--- config.mk ---
export PLATFORM = sky130hd
export DESIGN_NAME = mct_sequencer
export DESIGN_NICKNAME = d
export VERILOG_FILES = /design/src/rtl/agc_seq_pkg.sv /design/src/rtl/mct_decoder.sv /design/src/rtl/mct_sequencer.sv
export SDC_FILE = /design/constraint.sdc
export NUM_CORES = 1
export LEC_CHECK = 0
export ABC_CLOCK_PERIOD_IN_PS = 3150
export CELL_PAD_IN_SITES_DETAIL_PLACEMENT = 0
export CELL_PAD_IN_SITES_GLOBAL_PLACEMENT = 1
export CORE_MARGIN = 2
export CORE_UTILIZATION = 45
export CTS_CLUSTER_DIAMETER = 60
export DETAILED_ROUTE_END_ITERATION = 6
export DONT_BUFFER_PORTS = 1
export HOLD_SLACK_MARGIN = 0.05
export MAX_ROUTING_LAYER = met4
export PLACE_DENSITY = 0.85
export SETUP_SLACK_MARGIN = 0.05
export SLEW_MARGIN = 25
export SYNTH_ARGS = -nofsm -noshare
export SYNTH_HDL_FRONTEND = slang
export SYNTH_SLANG_ARGS = --single-unit
--- constraint.sdc ---
create_clock -name clk -period 3.15 [get_ports clk]
set_input_delay 0.63 -clock clk [delete_from_list [all_inputs] [get_ports clk]]
set_output_delay 0.63 -clock clk [all_outputs]
set_load 0.02 [all_outputs]
--- src/rtl/agc_seq_pkg.sv ---
// Shared constants, opcode/QC encodings and state type for the instruction-path sequencer.
package agc_seq_pkg;

  localparam int unsigned NUM_TP   = 12;
  localparam int unsigned MAX_MCT  = 6;
  localparam int unsigned MCT_W    = $clog2(MAX_MCT + 1);
  localparam int unsigned OP_W     = 3;
  localparam int unsigned QC_W     = 2;
  localparam int unsigned ADDR_W   = 12;

  localparam int unsigned TP4_IDX  = 3;
  localparam int unsigned TP6_IDX  = 5;
  localparam int unsigned TP12_IDX = NUM_TP - 1;

  localparam logic [ADDR_W-1:0] EXTEND_ADDR = 12'o0006;

  localparam logic [OP_W-1:0] OP_TC        = 3'd0;
  localparam logic [OP_W-1:0] OP_CCS_TCF   = 3'd1;
  localparam logic [OP_W-1:0] OP_DAS       = 3'd2;
  localparam logic [OP_W-1:0] OP_CA        = 3'd3;
  localparam logic [OP_W-1:0] OP_CS        = 3'd4;
  localparam logic [OP_W-1:0] OP_INDEX_GRP = 3'd5;
  localparam logic [OP_W-1:0] OP_AD        = 3'd6;
  localparam logic [OP_W-1:0] OP_MASK      = 3'd7;

  localparam logic [QC_W-1:0] QC0 = 2'd0;
  localparam logic [QC_W-1:0] QC1 = 2'd1;

  typedef enum logic {
    ST_IDLE = 1'b0,
    ST_RUN  = 1'b1
  } seq_state_e;

endpackage

--- src/rtl/mct_decoder.sv ---
// Combinational MCT-count decoder: how many memory cycles an instruction takes,
// and whether it is the EXTEND prefix.
module mct_decoder
  import agc_seq_pkg::*;
(
  input  logic [OP_W-1:0]   opcode,
  input  logic [QC_W-1:0]   qc,
  input  logic [ADDR_W-1:0] addr12,
  input  logic              extend,
  output logic [MCT_W-1:0]  mct_total,
  output logic              is_extend
);

  always_comb begin
    mct_total = MCT_W'(2);
    is_extend = 1'b0;
    if (extend) begin
      // Extracode set; an extended op0 is an I/O channel op, never a second EXTEND.
      case (opcode)
        OP_CCS_TCF:   if (qc == QC0) mct_total = MCT_W'(6);
        OP_MASK:      mct_total = MCT_W'(3);
        OP_TC,
        OP_DAS,
        OP_CA,
        OP_CS,
        OP_INDEX_GRP,
        OP_AD:        mct_total = MCT_W'(2);
      endcase
    end else begin
      case (opcode)
        OP_TC: begin
          mct_total = MCT_W'(1);
          is_extend = (addr12 == EXTEND_ADDR);
        end
        OP_CCS_TCF:   mct_total = (qc == QC0) ? MCT_W'(2) : MCT_W'(1);
        OP_DAS:       mct_total = (qc == QC0) ? MCT_W'(3) : MCT_W'(2);
        OP_INDEX_GRP: mct_total = (qc == QC1) ? MCT_W'(3) : MCT_W'(2);
        OP_CA,
        OP_CS,
        OP_AD,
        OP_MASK:      mct_total = MCT_W'(2);
      endcase
    end
  end

endmodule

--- src/rtl/mct_sequencer.sv ---
// Master timing sequencer: TP1..TP12 one-hot ring, per-instruction MCT counter,
// fetch strobe and EXTEND tracking.
module mct_sequencer
  import agc_seq_pkg::*;
(
  input  logic              clk,
  input  logic              rst_n,
  input  logic              run,
  input  logic              hold,
  input  logic [OP_W-1:0]   opcode,
  input  logic [QC_W-1:0]   qc,
  input  logic [ADDR_W-1:0] addr12,
  output logic [NUM_TP-1:0] tp,
  output logic              tp4,
  output logic [MCT_W-1:0]  mct_index,
  output logic              extend,
  output logic              instr_done,
  output logic              z_inc,
  output logic              busy
);

  seq_state_e        r_state;
  logic [NUM_TP-1:0] r_tp;
  logic [MCT_W-1:0]  r_mct_index;
  logic [MCT_W-1:0]  r_mct_total;
  logic              r_extend;
  logic              r_is_ext;

  logic [MCT_W-1:0]  w_dec_total;
  logic              w_dec_is_ext;
  logic              w_running;
  logic              w_first_mct;
  logic              w_last_mct;
  logic              w_capture;
  logic              w_end_instr;

  mct_decoder u_decoder (
    .opcode    (opcode),
    .qc        (qc),
    .addr12    (addr12),
    .extend    (r_extend),
    .mct_total (w_dec_total),
    .is_extend (w_dec_is_ext)
  );

  assign w_running   = (r_state == ST_RUN);
  assign w_first_mct = (r_mct_index == '0);
  assign w_last_mct  = (r_mct_index == (r_mct_total - MCT_W'(1)));
  assign w_capture   = w_running && r_tp[TP6_IDX] && w_first_mct && !hold;
  assign w_end_instr = w_running && r_tp[TP12_IDX] && w_last_mct && !hold;

  always_ff @(posedge clk or negedge rst_n) begin
    if (!rst_n) begin
      r_state     <= ST_IDLE;
      r_tp        <= '0;
      r_mct_index <= '0;
      r_mct_total <= MCT_W'(1);
      r_extend    <= 1'b0;
      r_is_ext    <= 1'b0;
    end else begin
      case (r_state)
        ST_IDLE: begin
          r_tp <= '0;
          if (run) begin
            r_state     <= ST_RUN;
            r_tp        <= NUM_TP'(1);
            r_mct_index <= '0;
          end
        end
        ST_RUN: begin
          if (!hold) begin
            r_tp <= {r_tp[NUM_TP-2:0], r_tp[NUM_TP-1]};
            if (w_capture) begin
              r_mct_total <= w_dec_total;
              r_is_ext    <= w_dec_is_ext;
            end
            if (r_tp[TP12_IDX]) begin
              if (w_last_mct) begin
                r_mct_index <= '0;
                r_mct_total <= MCT_W'(1);
                r_is_ext    <= 1'b0;
                if (r_extend)      r_extend <= 1'b0;
                else if (r_is_ext) r_extend <= 1'b1;
                // Without run the ring parks; extend survives into the next start.
                if (!run) begin
                  r_state <= ST_IDLE;
                  r_tp    <= '0;
                end
              end else begin
                r_mct_index <= r_mct_index + MCT_W'(1);
              end
            end
          end
        end
        default: r_state <= ST_IDLE;
      endcase
    end
  end

  assign tp         = r_tp;
  assign mct_index  = r_mct_index;
  assign extend     = r_extend;
  assign busy       = w_running;
  assign tp4        = r_tp[TP4_IDX] && w_first_mct && !hold;
  assign instr_done = w_end_instr;
  assign z_inc      = w_end_instr;

endmodule

==> flow_metrics.tcl <==
set metrics [dict create \
    synthesis.area_sq_um 1140 \
    path_max_fanout 7 \
    grt_max_degree 21 \
    die_y_microns 54.4 \
    grt_pass1_vias 774 \
    reg2reg_depth 7 \
    drc_errors 0 \
    fmax_ghz 0.342 \
    layout_worst_path_cycle_share_pct 92.9 \
    ys_warn_count 0 \
    critPathKind "flip-flop to primary output" \
    critPathTopFamily "simple AND/OR/NAND/NOR gates" \
    drive_gt1_share_pct 10.6 \
    relSlewSlack_pct 40.0 \
    min_period_ps 2930 \
    finalInstanceArea_sq_um 1190 \
    final_cells 134 \
    cts_repair_resize_count 0 \
    hold_path.class "input port to async pin" \
    syn2layout_area_growth_pct 3.83 \
    required_ps 2520 \
    first_pass_iters 4 \
    syn-num-nets 128 \
    antenna_found_initial 0 \
    rows 18 \
    wl_per_cell_microns 16.9 \
    path_depth 5 \
    cpPeakStageDelay_ps 570 \
    die_area_sq_um 2960 \
    p_leak_nw 0.518 \
    synthDominantCellAreaShare_pct 43.8 \
    rrSetupSlack_ps 520 \
    grt-ovfl-total 0 \
    worstMarginPinSlew_ps 898 \
    slew_violations 0 \
    busiest_layer "met2" \
    cts_buffers 3 \
    critPathLaunch "r_mct_total[0]$_DFFE_PN1P_" \
    crit_chain "inv_1 > ha_1 > xor3_1 > nor3_4 > and2b_1" \
    clock-root-buffer "clkbuf_4" \
    crit_arrival_ps 2300 \
    finalClockSkew_ps 0.779 \
    clockBufferDepth 2 \
    grt_usage_pct 17.4 \
    cts_max_level 1 \
    rr_startpoint "r_mct_total[0]$_DFFE_PN1P_" \
    ant_nets 0 \
    p_per_area_nw_per_um2 650 \
    place_area_sq_um 1150 \
    crit_buf_inv 1 \
    cts_tree "yes" \
    drt_iter0_drc 5 \
    post_cts_buffers 0 \
    antenna_cells 0 \
    hold_viol 0 \
    rsz0062_at_grt "no" \
    end_kind "primary output" \
    coreArea_sq_um 2430 \
    initial_utilization_pct 47.0 \
    die_x_microns 54.4 \
    ys_top_cells_by_area "dfrtp_1 (44%), a22o_1 (10%), ha_1 (3.3%), nor2b_1 (2.7%), dfstp_2 (2.3%)" \
    clock_sinks 21 \
    yosysSeqAreaShare_pct 46.1 \
    cap_violations 0 \
    routed_wl_mm 2.26 \
    hpwl_mm 1.64 \
    status "complete, no violations" \
    dp.cells 129 \
    path_clk_slew_ps 120 \
    use_met2_pct 24.9 \
    portBuffers 0 \
    met3_usage_pct 5.19 \
    finalSetupTns_ps 0 \
    met1_usage_pct 22.5 \
    ios 41 \
    ys_seq_elements 21 \
    grt_pass1_wl_mm 3.46 \
    setup_viol 0 \
    slowest_stage "dfstp_2" \
    finalWeightedCongestion 0.779 \
    final_util_pct 48.8 \
    start_kind "flip-flop" \
    fin_hold_ws_ps 157 \
    syn_inst 104 \
    via_count 816 \
    post_synth.cell_area_avg_sq_um 11.0 \
    ir_drop_mv 0.320 \
    synthDistinctLibCells 41 \
    viasPerCell 6.09 \
    yosysTopAreaCell "dfrtp_1" \
    fin_nets 129 \
    clock_latency_ps 290 \
]
[synthesized netlist by cell type]
| cell | number |
|---|---|
| nor3_1 | 2 |
| mux2i_1 | 1 |
| nor4bb_1 | 1 |
| o21ai_0 | 3 |
| nand4_1 | 2 |
| nand4bb_1 | 1 |
| inv_1 | 5 |
| and2_1 | 2 |
| clkbuf_1 | 3 |
| a21o_1 | 1 |
| buf_2 | 1 |
| and4b_1 | 1 |
| a22o_1 | 13 |
| a211oi_1 | 1 |
| nand3_1 | 1 |
| xor3_1 | 1 |
| o41ai_1 | 2 |
| o32a_1 | 1 |
| dfstp_2 | 1 |
| nor3b_1 | 1 |
| mux2_4 | 1 |
| nand2_1 | 2 |
| nor4_1 | 2 |
| nand2b_1 | 2 |
| and2_0 | 1 |
| xnor2_1 | 2 |
| or4_1 | 1 |
| buf_6 | 2 |
| nor3_4 | 1 |
| and2b_1 | 1 |
| a21boi_2 | 1 |
| o21a_1 | 1 |
| nor2b_1 | 5 |
| a21oi_1 | 5 |
| nand3b_1 | 2 |
| ha_1 | 3 |
| buf_4 | 1 |
| nor2_1 | 5 |
| and3_1 | 1 |
| mux2_2 | 1 |
| dfrtp_1 | 20 |
[stage by stage]
stage,power (mW),setup slack (ps)
after detailed placement,0.644,525
after global routing,0.824,70.9
after global placement,0.636,617
after floorplan,0.603,658
after CTS,0.781,193
final,0.771,223
[metal layers]
metal | routed length, microns | share of wire [%]
met1 | 1080 | 48
met2 | 993 | 44
met3 | 169 | 7.5
met4 | 24 | 1.1
met5 | 0 | 0
[layout make-up]
type / count / area [sq um]
Tap cell: 30 / 37.5
Clock buffer: 3 / 22.5
Timing Repair Buffer: 3 / 25.0
Clock inverter: 1 / 5.00
Multi-Input combinational cell: 71 / 551
Inverter: 5 / 18.8
Sequential cell: 21 / 527
Fill cell: 233 / 1250
[registers in the layout, indices dropped and copies added (netlist names)]
signal and flops:
mct_index 3, busy 1, r_is_ext 1, extend 1
r_mct_total 3, tp 12
[worst paths after layout]
path	to
setup reg to reg	extend$_DFFE_PN0P_
setup / recovery	instr_done
min in group clk	busy$_DFF_PN0_
max in group asynchronous	mct_index[0]$_DFFE_PN0P_
hold / removal	r_mct_total[0]$_DFFE_PN1P_
hold reg to reg	r_is_ext$_DFFE_PN0P_
[kinds of logic (layout without fill, tap and decap cells)]
family / Yosys count / in the layout / synth area share (%)
AND/OR/NAND/NOR: 34 / 34 / 19.3
XOR/XNOR: 3 / 3 / 3.61
buffers and inverters: 12 / 12 / 5.70
multiplexers: 3 / 3 / 3.18
flip-flops: 21 / 21 / 46.1
AO/OA/AOI/OAI: 28 / 28 / 18.8
adder cells (fa/ha/maj): 3 / 3 / 3.29
[repair_timing]
action | CTS | global route
setup endpoints to repair | 0 | 0
hold endpoints to repair | 20 | 0
hold buffers | 1 | 0
[power by group]
part | internal, mW | leakage [nW] | switching (mW) | total (mW)
Clock | 0.0472 | 0.0177 | 0.0800 | 0.127
Sequential | 0.323 | 0.275 | 0.106 | 0.428
Combinational | 0.115 | 0.226 | 0.101 | 0.215
[cell usage in the layout, fill, tap and decap left out, types with 2 or more instances in the layout]
cell	synthesis	final
inv_1	5	5
clkbuf_4	0	3
dfrtp_1	20	20
nand4_1	2	2
nor2b_1	5	5
a22o_1	13	13
nand2_1	2	2
nor4_1	2	2
ha_1	3	3
buf_4	1	2
and2_1	2	2
nand3b_1	2	2
a21oi_1	5	5
o21ai_0	3	3
xnor2_1	2	2
nand2b_1	2	2
o41ai_1	2	2
nor3_1	2	2
nor2_1	5	5
Power figures use the tool's default switching activity.
